**config.mk**
```make
export PLATFORM = sky130hd
export DESIGN_NAME = ir_fetch
export DESIGN_NICKNAME = d
export VERILOG_FILES = /design/src/rtl/ir_fetch_pkg.sv /design/src/rtl/ir_fetch.sv
export SDC_FILE = /design/constraint.sdc
export NUM_CORES = 1
export LEC_CHECK = 0
export CAP_MARGIN = 20
export CORE_ASPECT_RATIO = 0.5
export CORE_MARGIN = 1
export CORE_UTILIZATION = 52
export DETAILED_ROUTE_END_ITERATION = 6
export GPL_TIMING_DRIVEN = 0
export PLACE_DENSITY_LB_ADDON = 0.25
export SYNTH_ARGS = -nofsm -noshare
export SYNTH_HDL_FRONTEND = slang
export SYNTH_SLANG_ARGS = --single-unit
```
**constraint.sdc**
```tcl
create_clock -name clk -period 3.9 [get_ports clk]
set_clock_uncertainty 0.2 [all_clocks]
set_input_delay 0.78 -clock clk [delete_from_list [all_inputs] [get_ports clk]]
set_output_delay 0.78 -clock clk [all_outputs]
set_load 0.05 [all_outputs]
```
**src/rtl/ir_fetch_pkg.sv**
```systemverilog
// Shared definitions for the instruction fetch stage: FSM encoding, field
// positions inside the 16-bit instruction word, and opcode values for the controller.
package ir_fetch_pkg;

    localparam int INSTR_W  = 16;
    localparam int OP_MSB   = 15;
    localparam int OP_LSB   = 13;
    localparam int ADDR_MSB = 12;

    typedef enum logic [1:0] {
        IDLE     = 2'd0,
        FETCH_HI = 2'd1,
        FETCH_LO = 2'd2
    } fetch_state_t;

    typedef enum logic [2:0] {
        OP_HLT = 3'd0,
        OP_SKZ = 3'd1,
        OP_ADD = 3'd2,
        OP_AND = 3'd3,
        OP_XOR = 3'd4,
        OP_LDA = 3'd5,
        OP_STO = 3'd6,
        OP_JMP = 3'd7
    } opcode_t;

endpackage

```
**src/rtl/ir_fetch.sv**
```systemverilog
// Instruction fetch: reads a 16-bit instruction as two bytes (high then low),
// splits it into opcode and operand address, and steps the PC once per byte.
module ir_fetch
    import ir_fetch_pkg::*;
#(
    parameter int DATA_W = 8,
    parameter int ADDR_W = 13,
    parameter int OP_W   = 3
) (
    input  logic              clk,
    input  logic              rst,
    input  logic              fetch_start,
    input  logic              flush,
    input  logic [ADDR_W-1:0] pc_addr,
    output logic [ADDR_W-1:0] mem_addr,
    output logic              mem_rd,
    input  logic [DATA_W-1:0] mem_data,
    input  logic              mem_ready,
    output logic              pc_step,
    output logic [OP_W-1:0]   opcode,
    output logic [ADDR_W-1:0] ir_addr,
    output logic              ir_valid,
    output logic              busy
);

    localparam int WORD_W = 2 * DATA_W;

    fetch_state_t      state;
    logic [ADDR_W-1:0] base;
    logic [WORD_W-1:0] ir;
    logic [WORD_W-1:0] word_next;

    // The completed word as it will look once the low byte lands this cycle.
    assign word_next = {ir[WORD_W-1:DATA_W], mem_data};

    // NOTE: every state element is assigned with <= so all registers update
    // together from pre-edge values; blocking here would create ordering races.
    always_ff @(posedge clk) begin
        if (rst) begin
            state    <= IDLE;
            base     <= '0;
            ir       <= '0;
            mem_addr <= '0;
            mem_rd   <= 1'b0;
            pc_step  <= 1'b0;
            opcode   <= '0;
            ir_addr  <= '0;
            ir_valid <= 1'b0;
            busy     <= 1'b0;
        end else if (flush) begin
            // Abort wins over any byte arriving now; the last decoded instruction is kept.
            state    <= IDLE;
            mem_rd   <= 1'b0;
            pc_step  <= 1'b0;
            ir_valid <= 1'b0;
            busy     <= 1'b0;
        end else begin
            pc_step <= 1'b0;
            case (state)
                IDLE: begin
                    if (fetch_start) begin
                        base     <= pc_addr;
                        mem_addr <= pc_addr;
                        mem_rd   <= 1'b1;
                        ir_valid <= 1'b0;
                        busy     <= 1'b1;
                        state    <= FETCH_HI;
                    end
                end
                FETCH_HI: begin
                    if (mem_ready) begin
                        ir[WORD_W-1:DATA_W] <= mem_data;
                        mem_addr            <= base + ADDR_W'(1);
                        pc_step             <= 1'b1;
                        state               <= FETCH_LO;
                    end
                end
                FETCH_LO: begin
                    if (mem_ready) begin
                        ir[DATA_W-1:0] <= mem_data;
                        opcode         <= word_next[WORD_W-1 -: OP_W];
                        ir_addr        <= word_next[ADDR_W-1:0];
                        pc_step        <= 1'b1;
                        mem_rd         <= 1'b0;
                        ir_valid       <= 1'b1;
                        busy           <= 1'b0;
                        state          <= IDLE;
                    end
                end
                default: begin
                    mem_rd <= 1'b0;
                    busy   <= 1'b0;
                    state  <= IDLE;
                end
            endcase
        end
    end

    // A decoded instruction must not change underneath the controller.
    a_ir_stable: assert property (@(posedge clk) disable iff (rst)
        (ir_valid && !rst) |=> ($stable(opcode) && $stable(ir_addr)));

    a_busy_tracks_state: assert property (@(posedge clk) disable iff (rst)
        busy == (state != IDLE));

endmodule

```
==> impl_metrics.tcl <==
set metrics [dict create \
    status "finished with violations" \
    violations "DRC" \
    drc 3 \
    ys_top_cells_by_area "dfxtp_1 46%, nand2_1 11%, a21oi_1 9.8%, nand3_1 2.9%, clkbuf_1 2.7%" \
    syn-num-nets 327 \
    startpoint_type "input pin" \
    synthAdderAreaFrac 0.02088 \
    leakagePower_nw 1.066 \
    cap_viol_max_count 0 \
    synthCells 297 \
    clock-sinks 55 \
    post-route-cell-area_sq_um 3132 \
    cts.repair.resized 0 \
    period_share 0.6858 \
    syn_area_sq_um 2397 \
    diodes 0 \
    placed_area_sq_um 3049 \
    synth.most_common_cell "nand2_1" \
    grt_pass1_vias 2006 \
    ys_types 39 \
    h-tree-depth 2 \
    die_w_um 98.02 \
    final-setup-viol-count 0 \
    drt-initial-drc-count 97 \
    worstSetupPathType "in -> reg" \
    drv_slew 0 \
    grt_usage 0.2427 \
    synth_top_cell_area_share 0.4593 \
    clkLatencyLatePin_ps 300 \
    p_total_mw 1.088 \
    drive_above_1_share 0.03867 \
    firstDrtPassIters 7 \
    ys.flop_type "dfxtp_1" \
    met3_length_um 389 \
    yosysTopAreaCell "dfxtp_1" \
    synth_top_family_by_area "simple AND/OR/NAND/NOR gates" \
    area_delta_synth_final_pct 30.64 \
    synth-seq-cells 55 \
    nets 392 \
    initial_core_util 0.5445 \
    fin_tns_setup_ps 0 \
    post_cts_buffers 0 \
    dp_hpwl_um 4331 \
    routed_wl_um 5942 \
    synth-xor-area-share 0.02557 \
    path_clk_slew_ps 90 \
    powerDensity_nw_per_um2 347.6 \
    cts_root_buf "clkbuf_8" \
    antenna_found_initial 0 \
    numPortBuffers 58 \
    async_flop_share 0 \
    synth_compound_area_frac 0.2015 \
    cts_hold_buf 0 \
    fmax_mhz 373.9 \
    grt_pass1_wl_um 9349 \
    max-vdd-ir-drop_mv 0.1841 \
    max_slew.worst_pin.slew_ps 599.0 \
    overflow 0 \
    wire_per_inst_um 14.18 \
    wirelength_met1_um 2793 \
    topRoutingLayerUsed "met4" \
    place.gp.congestion 0.8192 \
    yosys_warnings 0 \
    fin_crit_ps 2674 \
    grt_max_degree 17 \
    fin_util 0.7113 \
    wl_met2_um 2738 \
    num_rows 17 \
    worstPathRequired_ps 3890 \
    synthMuxAreaShare 0.01409 \
    max-clock-path-buffers 2 \
    die_y_um 50.01 \
    io_pins 59 \
    cts_buffers 5 \
    crit_arrival_ps 2660 \
    synthSimpleGateAreaFrac 0.2286 \
    hold_viol 0 \
    core_sq_um 4403 \
    synth-edff-count 0 \
    ys_top_cells_by_count "73 x nand2_1, 55 x dfxtp_1, 47 x a21oi_1" \
    vias_per_cell 5.609 \
    fin_hold_ws_ps 261.5 \
    yosysSeqAreaShare 0.4593 \
    end_kind "register" \
    dieArea_sq_um 4902 \
    hold_path_class "reg -> reg" \
    path_max_fanout 10 \
    max_slew_margin 0.5985 \
    cts_tree "done" \
    vias 2350 \
    drtAntennaViolNets 0 \
    rsz0062_at_grt "false" \
    synth.avg_cell_area_sq_um 8.072 \
]
-- routing by layer --
| metal | vias to the layer above | GRT usage |
|---|---|---|
| met5 | - | 0 |
| met4 | 0 | 0.03788 |
| met3 | 5 | 0.06950 |
| met2 | 71 | 0.3920 |
| met1 | 1113 | 0.3287 |
| li1 | 1161 | - |
-- placed cells by master, fill, tap and decap left out, drive strengths merged, types with 2 or more instances in the layout --
cell type      count
a31oi              5
and4               2
o21ai              3
a211o              2
a2111oi            2
nor2b              2
or3                2
o41ai              3
xnor2              4
a21o               3
nor2              12
o22ai              4
o31a               4
dfxtp             55
nand3b             4
nand4              3
inv                6
xor2               3
buf                3
nand2             73
nor3               4
clkdlybuf4s50     58
and3               2
clkbuf            22
a211oi             2
o21a               2
clkinv             3
mux2i              3
nand3             14
a21oi             47
ha                 4
-- stage by stage --
step,cells,setup slack [ps]
floorplan,297,1807
global placement,412,919.6
detailed placement,412,891.3
CTS,419,1227
global route,419,1054
finish,419,1226
-- power by group --
group | switching [mW] | internal [mW]
clock | 0.181 | 0.123
sequential | 0.0150 | 0.580
combinational | 0.113 | 0.0758
total | 0.309 | 0.779
-- layout make-up --
class,count,area [sq um]
Buffer,20,93.84
Clock buffer,5,68.82
Clock inverter,2,13.76
Fill cell,356,1271
Inverter,7,26.28
Multi-Input combinational cell,215,1176
Sequential cell,55,1101
Tap cell,57,71.32
Timing Repair Buffer,58,580.6
-- worst paths after layout --
check                  start           end  slack, ps  depth (start not counted)
setup / recovery   mem_ready    ir_addr[5]       1230                          7
hold / removal    ir_addr[7]    ir_addr[7]        260                          2
setup reg to reg    state[0]  mem_addr[11]       1490                          7
hold reg to reg   ir_addr[7]    ir_addr[7]        260                          2
-- critical path, stage by stage --
cell	delay, ps
clkdlybuf4s50_1	550
nor2b_1	200
clkbuf_1	370
nand2_1	290
clkbuf_1	280
nand2_1	130
a21oi_1	60
-- flip-flops by register name, summed over array words and instances (netlist names) --
register  count
mem_addr     13
ir_valid      1
ir_addr      13
state         2
ir            8
pc_step       1
base         13
busy          1
opcode        3
-- kinds of logic (layout without fill, tap and decap cells) --
| family | count (synthesis) | in the layout |
|---|---|---|
| AND/OR/NAND/NOR | 121 | 121 |
| AO/OA/AOI/OAI | 80 | 80 |
| adder cells (fa/ha/maj) | 4 | 4 |
| multiplexers | 3 | 3 |
| flip-flops | 55 | 55 |
| buffers and inverters | 27 | 92 |
| XOR/XNOR | 7 | 7 |
Power figures use the tool's default switching activity.
